### src/rtl/mode_sequencer_if.sv
// Front-panel bus between the mode sequencer and its user/datapath side.
// The master drives buttons, digits and buzzer levels. The slave (the sequencer) drives mode, strobes and the edit path.
interface mode_sequencer_if;
  logic       mode_btn;
  logic       edit_strobe;
  logic [3:0] loadin;
  logic       buzz_alm;
  logic       buzz_tmr;
  logic       ack;
  logic [2:0] mode;
  logic       load;
  logic       almin;
  logic       tmrin;
  logic       sw;
  logic       tmr;
  logic [2:0] select;
  logic       field_wr;
  logic [3:0] field_data;
  logic       digit_err;
  logic       alert;
  logic       alert_src;

  modport master (
    output mode_btn, edit_strobe, loadin, buzz_alm, buzz_tmr, ack,
    input  mode, load, almin, tmrin, sw, tmr, select, field_wr, field_data,
           digit_err, alert, alert_src
  );

  modport slave (
    input  mode_btn, edit_strobe, loadin, buzz_alm, buzz_tmr, ack,
    output mode, load, almin, tmrin, sw, tmr, select, field_wr, field_data,
           digit_err, alert, alert_src
  );
endinterface

### src/rtl/mode_sequencer.sv
// Front-panel mode sequencer for the digital clock.
// It owns the digit edit path and the cursor, and it arbitrates alarm and timer buzzer events into one alert state.
module mode_sequencer #(
  parameter int IDLE_TIMEOUT = 30,
  parameter int ALERT_HOLD   = 60,
  parameter int CNT_W        = 7
) (
  input  logic            clk_out,
  input  logic            swrst,
  mode_sequencer_if.slave bus
);

  typedef enum logic [2:0] {
    CLOCK     = 3'd0,
    SET_CLK   = 3'd1,
    SET_ALM   = 3'd2,
    SET_TMR   = 3'd3,
    STOPWATCH = 3'd4,
    TIMER_RUN = 3'd5,
    ALERT     = 3'd6
  } mode_e;

  localparam logic [CNT_W-1:0] IDLE_LAST = CNT_W'(IDLE_TIMEOUT - 1);
  localparam logic [CNT_W-1:0] HOLD_LAST = CNT_W'(ALERT_HOLD - 1);

  // Strobe vector ordering: {load, almin, tmrin, sw, tmr}
  function automatic logic [4:0] strobes_of(input mode_e m);
    case (m)
      SET_CLK:   return 5'b10000;
      SET_ALM:   return 5'b01000;
      SET_TMR:   return 5'b00100;
      STOPWATCH: return 5'b00010;
      TIMER_RUN: return 5'b00001;
      default:   return 5'b00000;
    endcase
  endfunction

  function automatic mode_e next_mode(input mode_e m);
    case (m)
      CLOCK:     return SET_CLK;
      SET_CLK:   return SET_ALM;
      SET_ALM:   return SET_TMR;
      SET_TMR:   return STOPWATCH;
      STOPWATCH: return TIMER_RUN;
      default:   return CLOCK;
    endcase
  endfunction

  function automatic logic is_set(input mode_e m);
    return (m == SET_CLK) || (m == SET_ALM) || (m == SET_TMR);
  endfunction

  function automatic logic [CNT_W-1:0] sat_inc(input logic [CNT_W-1:0] v);
    return (v == '1) ? v : v + CNT_W'(1);
  endfunction

  // The alarm has no seconds fields, so its cursor stops at field 2.
  function automatic logic [2:0] cursor_dec(input logic [2:0] s, input mode_e m);
    logic [2:0] lo;
    lo = (m == SET_ALM) ? 3'd2 : 3'd0;
    return (s <= lo) ? 3'd5 : s - 3'd1;
  endfunction

  function automatic logic digit_ok(input logic [2:0] s, input logic [3:0] d,
                                    input logic h1_is_two);
    case (s)
      3'd1, 3'd3: return d <= 4'd5;
      3'd4:       return h1_is_two ? (d <= 4'd3) : (d <= 4'd9);
      3'd5:       return d <= 4'd2;
      default:    return d <= 4'd9;
    endcase
  endfunction

  mode_e            mode_q;
  mode_e            saved_q;
  logic [4:0]       strb_q;
  logic [2:0]       select_q;
  logic             dec_pend_q;
  logic             field_wr_q;
  logic [3:0]       field_data_q;
  logic             digit_err_q;
  logic             alert_q;
  logic             alert_src_q;
  logic [CNT_W-1:0] idle_q;
  logic [CNT_W-1:0] hold_q;
  logic             pend_alm_q;
  logic             pend_tmr_q;
  logic             h1_clk_q;
  logic             h1_alm_q;
  logic             h1_tmr_q;
  logic             arm_q;
  logic             btn_q;
  logic             alm_q;
  logic             tmr_q;

  // Edge detectors stay disarmed for the first tick after reset.
  // A level that is already high when reset releases is not counted as an edge.
  always_ff @(posedge clk_out or posedge swrst) begin
    if (swrst) begin
      arm_q <= 1'b0;
      btn_q <= 1'b0;
      alm_q <= 1'b0;
      tmr_q <= 1'b0;
    end else begin
      arm_q <= 1'b1;
      btn_q <= bus.mode_btn;
      alm_q <= bus.buzz_alm;
      tmr_q <= bus.buzz_tmr;
    end
  end

  logic             btn_rise;
  logic             alm_rise;
  logic             tmr_rise;
  logic             take_alm;
  logic             take_tmr;
  logic             cur_h1_hi;
  logic             edit_ok;
  logic [2:0]       cur_sel;
  logic [CNT_W-1:0] idle_d;
  logic [CNT_W-1:0] hold_d;
  mode_e            nm;

  assign btn_rise  = arm_q & bus.mode_btn & ~btn_q;
  assign alm_rise  = arm_q & bus.buzz_alm & ~alm_q;
  assign tmr_rise  = arm_q & bus.buzz_tmr & ~tmr_q;
  assign take_alm  = alm_rise | pend_alm_q;
  assign take_tmr  = tmr_rise | pend_tmr_q;
  assign nm        = next_mode(mode_q);
  assign idle_d    = sat_inc(idle_q);
  assign hold_d    = sat_inc(hold_q);
  assign cur_h1_hi = (mode_q == SET_ALM) ? h1_alm_q :
                     (mode_q == SET_TMR) ? h1_tmr_q : h1_clk_q;

  // After a write, the cursor still shows the written field for one tick.
  // A strobe in that tick is judged against the field the cursor moves to next.
  assign cur_sel = dec_pend_q ? cursor_dec(select_q, mode_q) : select_q;
  assign edit_ok = digit_ok(cur_sel, bus.loadin, cur_h1_hi);

  always_ff @(posedge clk_out or posedge swrst) begin
    if (swrst) begin
      mode_q       <= CLOCK;
      saved_q      <= CLOCK;
      strb_q       <= '0;
      select_q     <= 3'd5;
      dec_pend_q   <= 1'b0;
      field_wr_q   <= 1'b0;
      field_data_q <= '0;
      digit_err_q  <= 1'b0;
      alert_q      <= 1'b0;
      alert_src_q  <= 1'b0;
      idle_q       <= '0;
      hold_q       <= '0;
      pend_alm_q   <= 1'b0;
      pend_tmr_q   <= 1'b0;
      h1_clk_q     <= 1'b0;
      h1_alm_q     <= 1'b0;
      h1_tmr_q     <= 1'b0;
    end else begin
      field_wr_q  <= 1'b0;
      digit_err_q <= 1'b0;
      case (mode_q)
        SET_CLK, SET_ALM, SET_TMR: begin
          pend_alm_q <= pend_alm_q | alm_rise;
          pend_tmr_q <= pend_tmr_q | tmr_rise;
          if (btn_rise) begin
            mode_q     <= nm;
            strb_q     <= strobes_of(nm);
            select_q   <= is_set(nm) ? 3'd5 : cur_sel;
            dec_pend_q <= 1'b0;
            idle_q     <= '0;
          end else if (!bus.edit_strobe && idle_q >= IDLE_LAST) begin
            mode_q     <= CLOCK;
            strb_q     <= strobes_of(CLOCK);
            select_q   <= cur_sel;
            dec_pend_q <= 1'b0;
            idle_q     <= '0;
          end else begin
            select_q <= cur_sel;
            idle_q   <= bus.edit_strobe ? '0 : idle_d;
            if (bus.edit_strobe && edit_ok) begin
              field_wr_q   <= 1'b1;
              field_data_q <= bus.loadin;
              dec_pend_q   <= 1'b1;
              if (cur_sel == 3'd5) begin
                if (mode_q == SET_CLK) h1_clk_q <= (bus.loadin == 4'd2);
                if (mode_q == SET_ALM) h1_alm_q <= (bus.loadin == 4'd2);
                if (mode_q == SET_TMR) h1_tmr_q <= (bus.loadin == 4'd2);
              end
            end else begin
              dec_pend_q  <= 1'b0;
              digit_err_q <= bus.edit_strobe;
            end
          end
        end

        ALERT: begin
          pend_alm_q <= pend_alm_q | alm_rise;
          pend_tmr_q <= pend_tmr_q | tmr_rise;
          // A button press here only acknowledges the alert. It does not advance the mode.
          if (bus.ack || btn_rise || hold_q >= HOLD_LAST) begin
            mode_q  <= saved_q;
            strb_q  <= strobes_of(saved_q);
            alert_q <= 1'b0;
            hold_q  <= '0;
          end else begin
            hold_q <= hold_d;
          end
        end

        default: begin
          if (take_alm || take_tmr) begin
            mode_q      <= ALERT;
            saved_q     <= mode_q;
            strb_q      <= strobes_of(mode_q);
            alert_q     <= 1'b1;
            alert_src_q <= ~take_alm;
            hold_q      <= '0;
            if (take_alm) begin
              pend_alm_q <= 1'b0;
              pend_tmr_q <= take_tmr;
            end else begin
              pend_tmr_q <= 1'b0;
            end
          end else if (btn_rise) begin
            mode_q <= nm;
            strb_q <= strobes_of(nm);
            idle_q <= '0;
            if (is_set(nm)) begin
              select_q   <= 3'd5;
              dec_pend_q <= 1'b0;
            end
          end
        end
      endcase
    end
  end

  assign bus.mode       = mode_q;
  assign bus.load       = strb_q[4];
  assign bus.almin      = strb_q[3];
  assign bus.tmrin      = strb_q[2];
  assign bus.sw         = strb_q[1];
  assign bus.tmr        = strb_q[0];
  assign bus.select     = select_q;
  assign bus.field_wr   = field_wr_q;
  assign bus.field_data = field_data_q;
  assign bus.digit_err  = digit_err_q;
  assign bus.alert      = alert_q;
  assign bus.alert_src  = alert_src_q;

endmodule
### src/flat_wrapper.sv
// flat-port wrapper written by rule: the top's interface ports become plain ports
module mode_sequencer_flat 
#(
  parameter int IDLE_TIMEOUT = 30,
  parameter int ALERT_HOLD   = 60,
  parameter int CNT_W        = 7
)
  (clk_out, swrst, bus_mode_btn, bus_edit_strobe, bus_loadin, bus_buzz_alm, bus_buzz_tmr, bus_ack, bus_mode, bus_load, bus_almin, bus_tmrin, bus_sw, bus_tmr, bus_select, bus_field_wr, bus_field_data, bus_digit_err, bus_alert, bus_alert_src);
  mode_sequencer_if bus_i ();
  input  logic clk_out;
  input  logic swrst;
  input wire logic [$bits(bus_i.mode_btn)-1:0] bus_mode_btn;
  input wire logic [$bits(bus_i.edit_strobe)-1:0] bus_edit_strobe;
  input wire logic [$bits(bus_i.loadin)-1:0] bus_loadin;
  input wire logic [$bits(bus_i.buzz_alm)-1:0] bus_buzz_alm;
  input wire logic [$bits(bus_i.buzz_tmr)-1:0] bus_buzz_tmr;
  input wire logic [$bits(bus_i.ack)-1:0] bus_ack;
  output wire logic [$bits(bus_i.mode)-1:0] bus_mode;
  output wire logic [$bits(bus_i.load)-1:0] bus_load;
  output wire logic [$bits(bus_i.almin)-1:0] bus_almin;
  output wire logic [$bits(bus_i.tmrin)-1:0] bus_tmrin;
  output wire logic [$bits(bus_i.sw)-1:0] bus_sw;
  output wire logic [$bits(bus_i.tmr)-1:0] bus_tmr;
  output wire logic [$bits(bus_i.select)-1:0] bus_select;
  output wire logic [$bits(bus_i.field_wr)-1:0] bus_field_wr;
  output wire logic [$bits(bus_i.field_data)-1:0] bus_field_data;
  output wire logic [$bits(bus_i.digit_err)-1:0] bus_digit_err;
  output wire logic [$bits(bus_i.alert)-1:0] bus_alert;
  output wire logic [$bits(bus_i.alert_src)-1:0] bus_alert_src;
  assign bus_i.mode_btn = bus_mode_btn;
  assign bus_i.edit_strobe = bus_edit_strobe;
  assign bus_i.loadin = bus_loadin;
  assign bus_i.buzz_alm = bus_buzz_alm;
  assign bus_i.buzz_tmr = bus_buzz_tmr;
  assign bus_i.ack = bus_ack;
  assign bus_mode = bus_i.mode;
  assign bus_load = bus_i.load;
  assign bus_almin = bus_i.almin;
  assign bus_tmrin = bus_i.tmrin;
  assign bus_sw = bus_i.sw;
  assign bus_tmr = bus_i.tmr;
  assign bus_select = bus_i.select;
  assign bus_field_wr = bus_i.field_wr;
  assign bus_field_data = bus_i.field_data;
  assign bus_digit_err = bus_i.digit_err;
  assign bus_alert = bus_i.alert;
  assign bus_alert_src = bus_i.alert_src;
  mode_sequencer #(.IDLE_TIMEOUT(IDLE_TIMEOUT), .ALERT_HOLD(ALERT_HOLD), .CNT_W(CNT_W)) u_core (.clk_out(clk_out), .swrst(swrst), .bus(bus_i));
endmodule
### config.mk
export PLATFORM = sky130hd
export DESIGN_NAME = mode_sequencer_flat
export DESIGN_NICKNAME = d
export VERILOG_FILES = /design/src/rtl/mode_sequencer_if.sv /design/src/rtl/mode_sequencer.sv /design/src/flat_wrapper.sv
export SDC_FILE = /design/constraint.sdc
export NUM_CORES = 1
export LEC_CHECK = 0
export CORE_UTILIZATION = 50
export DETAILED_ROUTE_END_ITERATION = 10
export GPL_ROUTABILITY_DRIVEN = 0
export PLACE_DENSITY_LB_ADDON = 0.3
export SYNTH_ARGS = -nofsm -noshare
export SYNTH_HDL_FRONTEND = slang
export SYNTH_SLANG_ARGS = --single-unit
### constraint.sdc
create_clock -name clk_out -period 3.7 [get_ports clk_out]
set_clock_uncertainty 0.1 [all_clocks]
set_input_delay 1.11 -clock clk_out [delete_from_list [all_inputs] [get_ports clk_out]]
set_output_delay 1.11 -clock clk_out [all_outputs]
set_load 0.1 [all_outputs]
==> results by group <==
Outcome
  • Status: finished, final reports clean

Finish
  • Antenna cell count: 0
  • Fillers: around 440
  • Final net count: 316
  • Layout cells sized above 1: 0.167
  • Area Growth Syn to Fin: 18.6%

CTS
  • Total CTS buffers: 5
  • Clock sinks: 46
  • Clock-pin slew on the worst setup and hold paths: 0.08 ns
  • CTS max path bufs: 2
  • Clock latency on the worst-skew pair: about 0.3 ns
  • CTS tree: done
  • CTS H-tree depth: 2
  • CTS Hold Buffers Added: 0
  • Post-CTS Setup Bufs: 0
  • Clk root buf: clkbuf_8
  • CTS resizes: 0

STA
  • Least-Margin Pin Slew: between 0.5 and 0.6 ns
  • Fin crit share: 0.852
  • Slew Limit Headroom: 0.618
  • Setup tns final: 0 ns
  • Fmax: 0.317 GHz
  • Final setup vio count: 0
  • Max-slew violations: 0
  • RSZ-0062 raised after global routing: no
  • Hold Violations, Final: 0
  • Min Tclk post-route: 3.15 ns

Route
  • Via count of the routed design: 2,040
  • # DRC: 0
  • Routed Antenna Nets: 0
  • Vias per inst: 5.56
  • DRT Wirelength: 5220 um
  • Drt pass-1 iters: 4
  • Routed WL per cell: 14.2 um
  • Initial DRC count: between 100 and 150

Yosys
  • Mean Syn Cell Area: 9.48 sq um
  • Ys flop type: dfrtp_1
  • Register area share after synthesis: 0.463
  • Async S/R FF share, synth: 1.00
  • Netlist Area Pre-Place: 2490 sq um
  • Synth unique cells: 55
  • EDFF count, synth: 0
  • Syn. warnings: 0
  • Syn Nets: 280
  • Synth Instances: 263
  • Synth Register Bits: 46

Floorplan
  • I/O pin count: 30
  • Die X: 72.6 um
  • # rows: 25
  • Initial Utilization: 0.524
  • Placeable Area: 4750 sq um
  • DIE HEIGHT: 72.6 um
  • Die ar.: ~5300 sq um

Critical path
  • Cells on worst reg2reg path: 9
  • Path type of the worst setup path: register to register
  • Worst reg2reg setup slack: ~0.55 ns
  • Slowest CP cell: or4b_4
  • Critical path, cell by cell: nand2b_1, nor2_1, ha_1, or2b_1, or4b_4, a2111oi_4, a311oi_2, nor4_1, mux2_2
  • Critical Path RT: between 3 and 4 ns
  • CP max FO: 5
  • Top delay family on crit path: simple AND/OR/NAND/NOR gates
  • Worst Path Buf+Inv: 0
  • End of the worst register-to-register path: u_core.h1_clk_q
  • WP data arrival: 3.25 ns
  • Critical Path Start Type: register
  • CP Capture Type: register
  • RR Startpoint: u_core.bus.mode[0]
  • Worst path max stage delay: between 0.5 and 0.6 ns

GRT
  • Total GRT Usage: 0.221
  • Initial antenna violation count: 0
  • Largest net degree at the start of global routing: 30
  • Vias in the first global route: 1,904
  • Grt ovf: 0
  • First-pass GRT wire length: around 9000 um

Worst hold path
  • Hold Path Class: register to register
  • Hold-critical path depth: 2
  • Min-delay src: u_core.strb_q[0]
  • Hold Path Sink: u_core.strb_q[0]

Placed design
  • Port bufs: 29
  • Post-DP HPWL: 3850 um

Job
  • Max Cap Viol: 0
layer usage:
| metal | track usage | part of all wire | wire [um] | vias up |
|---|---|---|---|---|
| met1 | 0.307 | 0.47 | 2470 | 965 |
| li1 | - | - | - | 1018 |
| met5 | 0 | 0 | 0 | - |
| met2 | 0.335 | 0.47 | 2450 | 46 |
| met4 | 0.0871 | 0.019 | 100 | 0 |
| met3 | 0.0511 | 0.037 | 194 | 11 |
layout make-up:
type	count	area, sq um	area share
Multi-Input combinational cell	195	1250	0.423
Tap cell	67	83.8	0.0283
Timing Repair Buffer	38	310	0.105
Clock inverter	3	40.0	0.0135
Clock buffer	5	68.8	0.0233
Inverter	13	48.8	0.0165
Sequential cell	46	1150	0.390
cells by family (layout without fill, tap and decap cells):
kind of cell / Yosys count / after routing / synth area share
buffers and inverters: 22 / 59 / 0.0351
other: 1 / 1 / 0.00150
muxes: 12 / 12 / 0.0532
and+or+nand+nor: 108 / 108 / 0.228
adders and majority gates: 6 / 6 / 0.0301
DFF: 46 / 46 / 0.463
AOI/OAI and AO/OA: 68 / 68 / 0.189
synthesized netlist by cell type (3+ instances only):
master,count,area share
nor2b_1,5,0.013
nand3b_1,3,0.0090
o211ai_1,3,0.0090
mux2_2,4,0.018
nand3_1,14,0.028
nor4_1,5,0.013
clkbuf_1,4,0.0060
o21ai_0,23,0.046
nor3_1,5,0.010
a22oi_1,3,0.0090
nand2b_1,5,0.013
buf_2,4,0.0080
a21o_1,5,0.015
ha_1,6,0.030
dfrtp_1,44,0.44
and2_1,3,0.0075
nand2_1,23,0.035
nor4b_1,3,0.011
nor2_1,25,0.038
inv_1,13,0.020
mux2_1,6,0.027
a21oi_1,10,0.020
a211oi_1,4,0.012
tightest hold or removal path: stages (launching register included):
cell	delay [ns]
dfrtp_1	0.35
nand2_1	0.05
o21ai_0	0.06
through the flow:
stage / hold WS [ns] / area (sq um) / instances / setup WS [ns] / util
6_report: 0.383 / 2960 / 367 / 0.547 / 0.622
5_1_grt: 0.410 / 2960 / 367 / 0.361 / 0.622
4_1_cts: 0.389 / 2960 / 367 / 0.544 / 0.622
3_5_place_dp: 0.373 / 2850 / 359 / 0.281 / 0.599
3_3_place_gp: 0.363 / 2850 / 359 / 0.371 / 0.599
2_1_floorplan: 0.348 / 2490 / 263 / 0.119 / -
how the worst max path moves through the flow:
stage                       startpoint                        to  slack (ns)  depth (start not counted)
floorplan           u_core.bus.mode[1]           u_core.h1_clk_q        0.12                          9
global placement         bus_loadin[2]  u_core.bus.field_data[2]        0.37                          7
detailed placement       bus_loadin[2]  u_core.bus.field_data[0]        0.28                          7
CTS                 u_core.bus.mode[0]           u_core.h1_clk_q        0.54                          9
global route        u_core.bus.mode[0]           u_core.h1_clk_q        0.36                          9
finish              u_core.bus.mode[0]           u_core.h1_clk_q        0.55                          9
layout by cell type, fill, tap and decap left out, types with 2 or more instances in the layout:
cell | netlist | final
dfrtp_1 | 44 | 44
buf_4 | 0 | 28
nor2_1 | 25 | 25
nand2_1 | 23 | 23
o21ai_0 | 23 | 23
nand3_1 | 14 | 14
inv_1 | 13 | 12
a21oi_1 | 10 | 10
clkdlybuf4s50_1 | 0 | 10
mux2_1 | 6 | 6
ha_1 | 6 | 6
nor2b_1 | 5 | 5
nor4_1 | 5 | 5
nand2b_1 | 5 | 5
a21o_1 | 5 | 5
nor3_1 | 5 | 5
clkbuf_8 | 0 | 5
a211oi_1 | 4 | 4
mux2_2 | 4 | 4
nor4b_1 | 3 | 3
nand3b_1 | 3 | 3
o211ai_1 | 3 | 3
a22oi_1 | 3 | 3
and2_1 | 3 | 3
and3_1 | 2 | 2
or4_1 | 2 | 2
nand4_1 | 2 | 2
o21ai_1 | 2 | 2
mux2i_1 | 2 | 2
or3_1 | 2 | 2
a31oi_1 | 2 | 2
o22ai_1 | 2 | 2
o21a_1 | 2 | 2
o31ai_1 | 2 | 2
clkinv_2 | 0 | 2
dfstp_2 | 2 | 2
flip-flops by register name, summed over array words and instances (netlist names):
register / flops
u_core.h1_alm_q: 1
u_core.bus.mode: 3
u_core.strb_q: 5
u_core.bus.field_data: 4
u_core.btn_q: 1
u_core.arm_q: 1
u_core.bus.alert_src: 1
u_core.bus.digit_err: 1
u_core.tmr_q: 1
u_core.pend_tmr_q: 1
u_core.bus.alert: 1
u_core.dec_pend_q: 1
u_core.alm_q: 1
u_core.h1_clk_q: 1
u_core.h1_tmr_q: 1
u_core.hold_q: 7
u_core.idle_q: 7
u_core.pend_alm_q: 1
u_core.saved_q: 3
u_core.bus.select: 3
u_core.bus.field_wr: 1
Power is not shown: default switching activity piles up to over one toggle a cycle in this logic, so the estimate is an artifact.
